--- src/rtl/synth_pkg.sv ---
// Shared synth constants, follower state encodings and rectifier.
// Used by envelope_follower and its step sub-module.
package synth_pkg;

  localparam logic [23:0] WAVE_MAX = 24'hFFFFFF;
  localparam logic [23:0] WAVE_MID = 24'h800000;

  typedef enum logic [1:0] {
    FOLLOW_CLOSED = 2'b00,
    FOLLOW_OPEN   = 2'b01,
    FOLLOW_HOLD   = 2'b10
  } follow_state_e;

  // 2*|s-mid|; only s==0 exceeds full scale
  function automatic logic [23:0] rectify(
    input logic [23:0] s
  );
    logic [24:0] d;
    if (s >= WAVE_MID)
      d = {1'b0, s - WAVE_MID} << 1;
    else
      d = {1'b0, WAVE_MID - s} << 1;
    return d[24] ? WAVE_MAX : d[23:0];
  endfunction

endpackage

--- src/rtl/envelope_step.sv ---
// One-direction envelope step: distance hi-lo, linear or shift step,
// clamped to the distance. Ports: hi, lo, linear, step_lin, shift -> delta.
module envelope_step (
  input  logic [23:0] hi,
  input  logic [23:0] lo,
  input  logic        linear,
  input  logic [23:0] step_lin,
  input  logic [4:0]  shift,
  output logic [23:0] delta
);

  logic [24:0] diff;
  logic [24:0] step;

  // result only meaningful when hi > lo
  always_comb begin
    diff  = {1'b0, hi} - {1'b0, lo};
    step  = linear ? {1'b0, step_lin}
                   : (diff >> shift) + 25'd1;
    delta = (step < diff) ? step[23:0]
                          : diff[23:0];
  end

endmodule

--- src/rtl/envelope_follower.sv ---
// Envelope follower: rectify -> attack/release track -> gate FSM.
// In: Clock, Reset(n), SampleValid, Sample, Linear, Attack/Release
// Step/Shift, ThresholdOn/Off, HoldSamples. Out: Envelope,
// EnvelopeValid, Gate, FollowState (+PeakLevel if
// ENVELOPE_FOLLOWER_PEAK_EN is defined).
module envelope_follower
  import synth_pkg::*;
(
  input  logic        Clock,
  input  logic        Reset,
  input  logic        SampleValid,
  input  logic [23:0] Sample,
  input  logic        Linear,
  input  logic [23:0] AttackStep,
  input  logic [23:0] ReleaseStep,
  input  logic [4:0]  AttackShift,
  input  logic [4:0]  ReleaseShift,
  input  logic [23:0] ThresholdOn,
  input  logic [23:0] ThresholdOff,
  input  logic [15:0] HoldSamples,
  output logic [23:0] Envelope,
  output logic        EnvelopeValid,
  output logic        Gate,
  output logic [1:0]  FollowState
`ifdef ENVELOPE_FOLLOWER_PEAK_EN
  ,
  output logic [23:0] PeakLevel
`endif
);

  logic [23:0]   mag;
  logic          mag_valid;
  logic [23:0]   atk_delta;
  logic [23:0]   rel_delta;
  logic [23:0]   env_next;
  logic [15:0]   hold_cnt;
  follow_state_e state;

  envelope_step u_attack (
    .hi       (mag),
    .lo       (Envelope),
    .linear   (Linear),
    .step_lin (AttackStep),
    .shift    (AttackShift),
    .delta    (atk_delta)
  );

  envelope_step u_release (
    .hi       (Envelope),
    .lo       (mag),
    .linear   (Linear),
    .step_lin (ReleaseStep),
    .shift    (ReleaseShift),
    .delta    (rel_delta)
  );

  always_comb begin
    env_next = Envelope;
    if (mag > Envelope)
      env_next = Envelope + atk_delta;
    else if (mag < Envelope)
      env_next = Envelope - rel_delta;
  end

  assign FollowState = state;

  always_ff @(posedge Clock or negedge Reset) begin
    if (!Reset) begin
      mag           <= '0;
      mag_valid     <= 1'b0;
      Envelope      <= '0;
      EnvelopeValid <= 1'b0;
      Gate          <= 1'b0;
      hold_cnt      <= '0;
      state         <= FOLLOW_CLOSED;
    end else begin
      mag_valid     <= SampleValid;
      EnvelopeValid <= mag_valid;
      if (SampleValid)
        mag <= rectify(Sample);
      if (mag_valid) begin
        Envelope <= env_next;
        // gate decisions look at the envelope being written now
        unique case (state)
          FOLLOW_CLOSED: begin
            if (env_next >= ThresholdOn) begin
              state <= FOLLOW_OPEN;
              Gate  <= 1'b1;
            end
          end
          FOLLOW_OPEN: begin
            if (env_next < ThresholdOff) begin
              if (HoldSamples == '0) begin
                state <= FOLLOW_CLOSED;
                Gate  <= 1'b0;
              end else begin
                state    <= FOLLOW_HOLD;
                hold_cnt <= HoldSamples;
              end
            end
          end
          FOLLOW_HOLD: begin
            if (env_next >= ThresholdOn) begin
              state    <= FOLLOW_OPEN;
              hold_cnt <= '0;
            end else if (hold_cnt <= 16'd1) begin
              state    <= FOLLOW_CLOSED;
              Gate     <= 1'b0;
              hold_cnt <= '0;
            end else begin
              hold_cnt <= hold_cnt - 16'd1;
            end
          end
          default: begin
            state <= FOLLOW_CLOSED;
            Gate  <= 1'b0;
          end
        endcase
      end
    end
  end

`ifdef ENVELOPE_FOLLOWER_PEAK_EN
  always_ff @(posedge Clock or negedge Reset) begin
    if (!Reset) begin
      PeakLevel <= '0;
    end else if (mag_valid) begin
      if (state == FOLLOW_CLOSED) begin
        if (env_next >= ThresholdOn)
          PeakLevel <= env_next;
      end else if (env_next > PeakLevel) begin
        PeakLevel <= env_next;
      end
    end
  end
`endif

endmodule
--- config.mk ---
export PLATFORM = sky130hd
export DESIGN_NAME = envelope_follower
export DESIGN_NICKNAME = d
export VERILOG_FILES = /design/src/rtl/synth_pkg.sv /design/src/rtl/envelope_step.sv /design/src/rtl/envelope_follower.sv
export SDC_FILE = /design/constraint.sdc
export NUM_CORES = 1
export LEC_CHECK = 0
export CAP_MARGIN = 0
export CORE_MARGIN = 10
export CORE_UTILIZATION = 30
export DETAILED_ROUTE_END_ITERATION = 10
export GPL_TIMING_DRIVEN = 0
export PLACE_DENSITY = 0.47
export SLEW_MARGIN = 0
export SYNTH_ARGS = -nofsm -noshare
export SYNTH_HDL_FRONTEND = slang
export SYNTH_SLANG_ARGS = --single-unit
--- constraint.sdc ---
create_clock -name Clock -period 18.55 [get_ports Clock]
set_input_delay 3.71 -clock Clock [delete_from_list [all_inputs] [get_ports Clock]]
set_output_delay 3.71 -clock Clock [all_outputs]
set_load 0.02 [all_outputs]
# Word level (Yosys, flattened, before mapping)
# Index checks and enable logic that the tools add are counted.
[classes]
n_mux = 26
order_cmp = 8
bitwise_logic = 0
mul = 0
shift = 2
eq_ne = 9
n_div = 0
add_sub_neg = 9
reduce_logical = 6
[op_table]
columns = ["operator", "n"]
rows = [
  ["$mux 24", 5],
  ["$mux 25", 4],
  ["$mux 16", 4],
  ["$add 25x1->25 const B", 2],
  ["$lt 25x25->1", 2],
  ["$shr 25x5->25", 2],
  ["$sub 24x24->25", 2],
  ["$lt 24x24->1", 2],
  ["$pmux 16 s2", 1],
  ["$add 24x24->24", 1],
  ["$ge 24x24->1", 1],
  ["$ge 24x24->1 const B", 1],
  ["$gt 24x24->1", 1],
  ["$sub 24x24->24", 1],
  ["$sub 24x24->24 const A", 1],
  ["$sub 24x24->24 const B", 1],
  ["$le 16x1->1 const B", 1],
  ["$logic_not 16->1", 1],
  ["$sub 16x1->16 const B", 1],
  ["$ne 2x2->1 const B", 6],
  ["$mux 2", 5],
  ["$reduce_and 4->1", 2],
  ["$pmux 2 s3", 1],
  ["$reduce_and 6->1", 1],
  ["other kinds (7)", 11],
]
[totals]
wordCells = 67
mem_bits_ro = 0
n_memories = 0
ramBits = 0
latchBits = 0
output_inout_bits = 28
input_bits = 150
ff_bits = 69

# Logic depth before layout (Yosys ltp)
[logic_depth]
word_depth = 12
mapped_depth = 64
depth_no_buf = 62

# By module
# From an unflattened synthesis, not the netlist that was laid out.
[unflattened]
cells_unflattened = 2816
hier_area_um2 = 19568.8
[modules_own_cells]
columns = ["module", "cells_per_inst", "n_inst", "area_per_inst_um2"]
rows = [
  ["envelope_follower", 1102, 1, 8309.2],
  ["envelope_step (u_release)", 879, 1, 5701.7],
  ["envelope_step (u_attack)", 835, 1, 5557.8],
]

# Worst setup path after synthesis
# OpenSTA, ideal clock, no wires.
[synth_timing]
path_kind = "input -> register"
start = "input port AttackShift[1]"
end = "register hold_cnt[7]"
setup_time_ns = 0.083
path_buffers = 8
arrival_time_ns = 14.484
setup_slack_ns = 3.983
path_stages = 56
required_ns = 18.467
cell_sequence = "clkbuf_1 inv_1 buf_2 buf_1 buf_2 clkbuf_1 o21ai_0 a41oi_1 or2_2 o21ai_0 inv_1 ha_1 nand4b_1 nor4_1 nand2_1 xnor2_1 o31ai_1 ha_1 [20 not listed] o211a_1 nor2_1 a211oi_1 a41o_1 o41ai_1 xor2_1 o21ai_0 a21boi_0 ha_1 a211oi_1 a22oi_1 a21oi_1 a31oi_1 or2_2 nor2_1 clkbuf_1 a32oi_1 o21ai_0"
[synth_between]
elab_chain_cells = 10
word_cells_on_any_way = 13
[synth_lines]
columns = ["item", "line_no", "rtl"]
rows = [
  ["start: declaration", "envelope_follower.sv:16", "input logic [4:0] AttackShift,"],
  ["$shr 25x5->25 *", "envelope_step.sv:19", ": (diff >> shift) + 25'd1;"],
  ["$add 25x1->25 *", "envelope_step.sv:19", ""],
  ["$mux 25 *", "envelope_step.sv:18", "step = linear ? {1'b0, step_lin}"],
  ["$lt 25x25->1", "envelope_step.sv:20", "delta = (step < diff) ? step[23:0]"],
  ["$mux 24 *", "envelope_step.sv:20", ""],
  ["$add 24x24->24 *", "envelope_follower.sv:60", "env_next = Envelope + atk_delta;"],
  ["$mux 24 *", "envelope_follower.sv:59", "if (mag > Envelope)"],
  ["via env_next[22]", "envelope_follower.sv:35", "logic [23:0] env_next;"],
  ["$lt 24x24->1 / $ge 24x24->1 (equally long branches)", "envelope_follower.sv:92, envelope_follower.sv:103", ""],
  ["$ne 2x2->1 (no line) / $mux 16 (equally long branches)", "n/a", ""],
  ["$reduce_and 4->1 (no line) / $pmux 16 s2 (equally long branches)", "n/a", ""],
  ["end signal: assignment", "envelope_follower.sv:98", "hold_cnt <= HoldSamples;"],
  ["end signal: assignment", "envelope_follower.sv:111", "hold_cnt <= hold_cnt - 16'd1;"],
  ["end: declaration", "envelope_follower.sv:36", "logic [15:0] hold_cnt;"],
]
# The timed path passes the listed nets; every way through them passes the cells marked *.
# A chain may end at the register's enable or synchronous reset.

# Worst setup path in the final report
[layout_timing]
start = "input port AttackShift[0]"
end = "register hold_cnt[13]"
# The elaborated chain is that of the path after synthesis.

==> flow_summary.yaml <==
status:
  status: "completed"
cells_and_area:
  drive_gt1_frac: 0.0772
  nets: 3039
  area_growth_pct: 16.7
setup_path:
  path_buf_inv: 7
  cp-start-kind: "input port"
  r2r-end: "hold_cnt[13]"
  slowest_stage: "clkdlybuf4s50_1"
  max_stage_delay_ns: 0.68
  required_ns: 18.82
  endpoint_kind: "flip-flop"
  crit_top_cell: "a21o_1"
  r2r_slack_ns: 2.40
  crit_family: "compound AO/OA/AOI/OAI gates"
  worst-path-max-fanout: 10
  r2r_start: "Envelope[15]"
  critPathKind: "input port to flip-flop"
  arrival_ns: 18.12
  reg2reg_depth: 56
floorplanning:
  die_x_um: 263
  die_area_mm2: 0.0693
  boundaryPins: 178
  die-height_um: 263
  core_area_mm2: 0.0588
  rows: 89
  start_util: 0.302
drt:
  first_iter_violations: 1927
  detail_route.vias_per_cell: 6.05
  firstDrtPassIters: 6
  drt-total-wl_um: 92500
  drcViolationCount: 0
  ant_nets: 0
  route.detailed.wl_per_inst_um: 26.7
  dr_total_vias: 20989
timing:
  fmax_ghz: 0.0560
  tightest_slew_ns: 1.37
  finalCriticalPeriod_ns: 17.86
  timing.final.crit_share: 0.963
  rsz0062_at_grt: "false"
  worst_slack_ns: 0.695
  finalSetupViolCount: 0
  maxSlewViolCount: 0
  fin_tns_setup_ns: 0
  finClkSkew_ns: 0.00828
  slew_headroom: 0.0822
  final_hold_viol_count: 0
logic_synthesis:
  yosys.cell_count.top_type: "nor2_1"
  synth_top_area_share: 0.137
  synth_top_area_cell: "ha_1"
  syn-mean-instance-area_um2: 7.07
  async_reset_ff_frac: 1.00
  ys_seq_elements: 69
  netlist_area_mm2: 0.0178
  yosysUniqueCellTypes: 121
  yosys_most_used_dff: "dfrtp_1"
  synthCells: 2512
  yosys-top-cells-area: "ha_1 (14%), dfrtp_1 (9.7%), a21oi_1 (5.5%), o21ai_0 (5.4%), nor2_1 (5.2%)"
  synth_common_cells: "nor2_1 (247), nand2_1 (236), a21oi_1 (194), ha_1 (194), o21ai_0 (190)"
  synth_nets: 2860
  yosysSeqAreaShare: 0.0973
  synth-edff-count: 0
  yosysWarnings: 0
grt:
  grt_antenna_before_repair: 3
  grt_pass1_vias: 20041
  grt_max_degree: 45
  grt_util_all_layers: 0.253
  grt_overflow: 0
  grt_pass1_wl_um: 135000
place:
  dp_hpwl_um: 78500
  gp_congestion: 1.02
  io_buffer_count: 169
  pre_cts_slack_ns: -0.0719
worst_hold_path:
  hp-start: "mag_valid"
  min_to: "EnvelopeValid"
  holdPathStages: 0
  hp-class: "flip-flop to flip-flop"
cts:
  tritoncts: "yes"
  clock_latency_ns: 0.36
  post_cts_buffers: 0
  path_clk_slew_ns: 0.06
  clockRootBuffer: "clkbuf_16"
  cts_resized: 0
  cts_buffers: 9
  clockBufferDepth: 2
  cts_max_level: 3
  holdBufCountCts: 0
  cts.sinks: 69
run:
  cap_violations: 0
-- worst max path at each step --
| stage | startpoint | endpoint | slack (ns) | cells past startpoint |
|---|---|---|---|---|
| floorplan | AttackShift[1] | hold_cnt[7] | 3.98 | 56 |
| global placement | AttackShift[0] | hold_cnt[14] | -0.05 | 53 |
| detailed placement | AttackShift[0] | hold_cnt[14] | -0.07 | 53 |
| CTS | AttackShift[0] | hold_cnt[13] | 0.25 | 53 |
| global route | AttackShift[0] | hold_cnt[15] | 0.03 | 55 |
| finish | AttackShift[0] | hold_cnt[13] | 0.69 | 55 |
-- sequential cells by signal, indices dropped and copies added (netlist names) --
register	cells
Envelope	24
EnvelopeValid	1
mag	24
mag_valid	1
FollowState	2
hold_cnt	16
Gate	1
-- per-stage QoR --
step | util | cells | area [um^2] | hold slack (ns)
2_1_floorplan | - | 2512 | 17800 | 0.352
3_3_place_gp | 0.347 | 3454 | 20400 | 0.372
3_5_place_dp | 0.348 | 3455 | 20400 | 0.374
4_1_cts | 0.352 | 3471 | 20700 | 0.398
5_1_grt | 0.352 | 3469 | 20700 | 0.408
6_report | 0.352 | 3471 | 20700 | 0.394
-- cells by family after synthesis --
group / count (synthesis) / synth area share
multiplexers: 66 / 0.0499
buffers and inverters: 322 / 0.0742
AND/OR/NAND/NOR: 878 / 0.243
XOR/XNOR: 105 / 0.0541
flip-flops: 69 / 0.0973
adder cells (fa/ha/maj): 198 / 0.141
AO/OA/AOI/OAI: 874 / 0.341
-- metal layers --
layer / wire length [um] / global-route usage / up-vias
met5: 13 / 0 / -
met3: 6330 / 0.0369 / 178
met2: 42400 / 0.415 / 975
met1: 39300 / 0.324 / 10125
met4: 4450 / 0.111 / 2
li1: - / - / 9709
-- cell usage in the layout (no fill, tap or decap), types with 16 or more instances in the layout --
master	synthesis	final
nand2_1	236	236
buf_2	25	25
clkdlybuf4s50_1	0	168
ha_1	194	194
a211oi_1	52	52
or3_1	29	29
nand2b_1	20	20
mux2i_1	21	21
nand3_1	72	72
o21ai_0	190	190
o31ai_1	17	16
a21oi_1	194	194
o21ai_1	29	29
mux2_2	29	29
dfrtp_1	69	69
clkbuf_1	85	84
o211ai_1	36	36
nor2b_1	18	18
inv_1	178	177
and3_1	25	25
a21o_1	49	49
nand4_1	35	35
xor2_1	38	38
nor2_1	247	247
a31oi_1	23	23
nor3_1	76	76
xnor2_1	63	63
nor4_1	25	25
a2111oi_0	16	16
o21a_1	31	31
-- cell type report --
class,instances,area (um^2)
Fill cell,6362,38100
Sequential cell,69,1730
Inverter,187,706
Antenna cell,2,5.00
Tap cell,773,967
Clock inverter,7,50.0
Clock buffer,9,225
Buffer,133,607
Multi-Input combinational cell,2121,14700
Timing Repair Buffer,170,1720
Power is not shown: default switching activity piles up to over one toggle a cycle in this logic, so the estimate is an artifact.
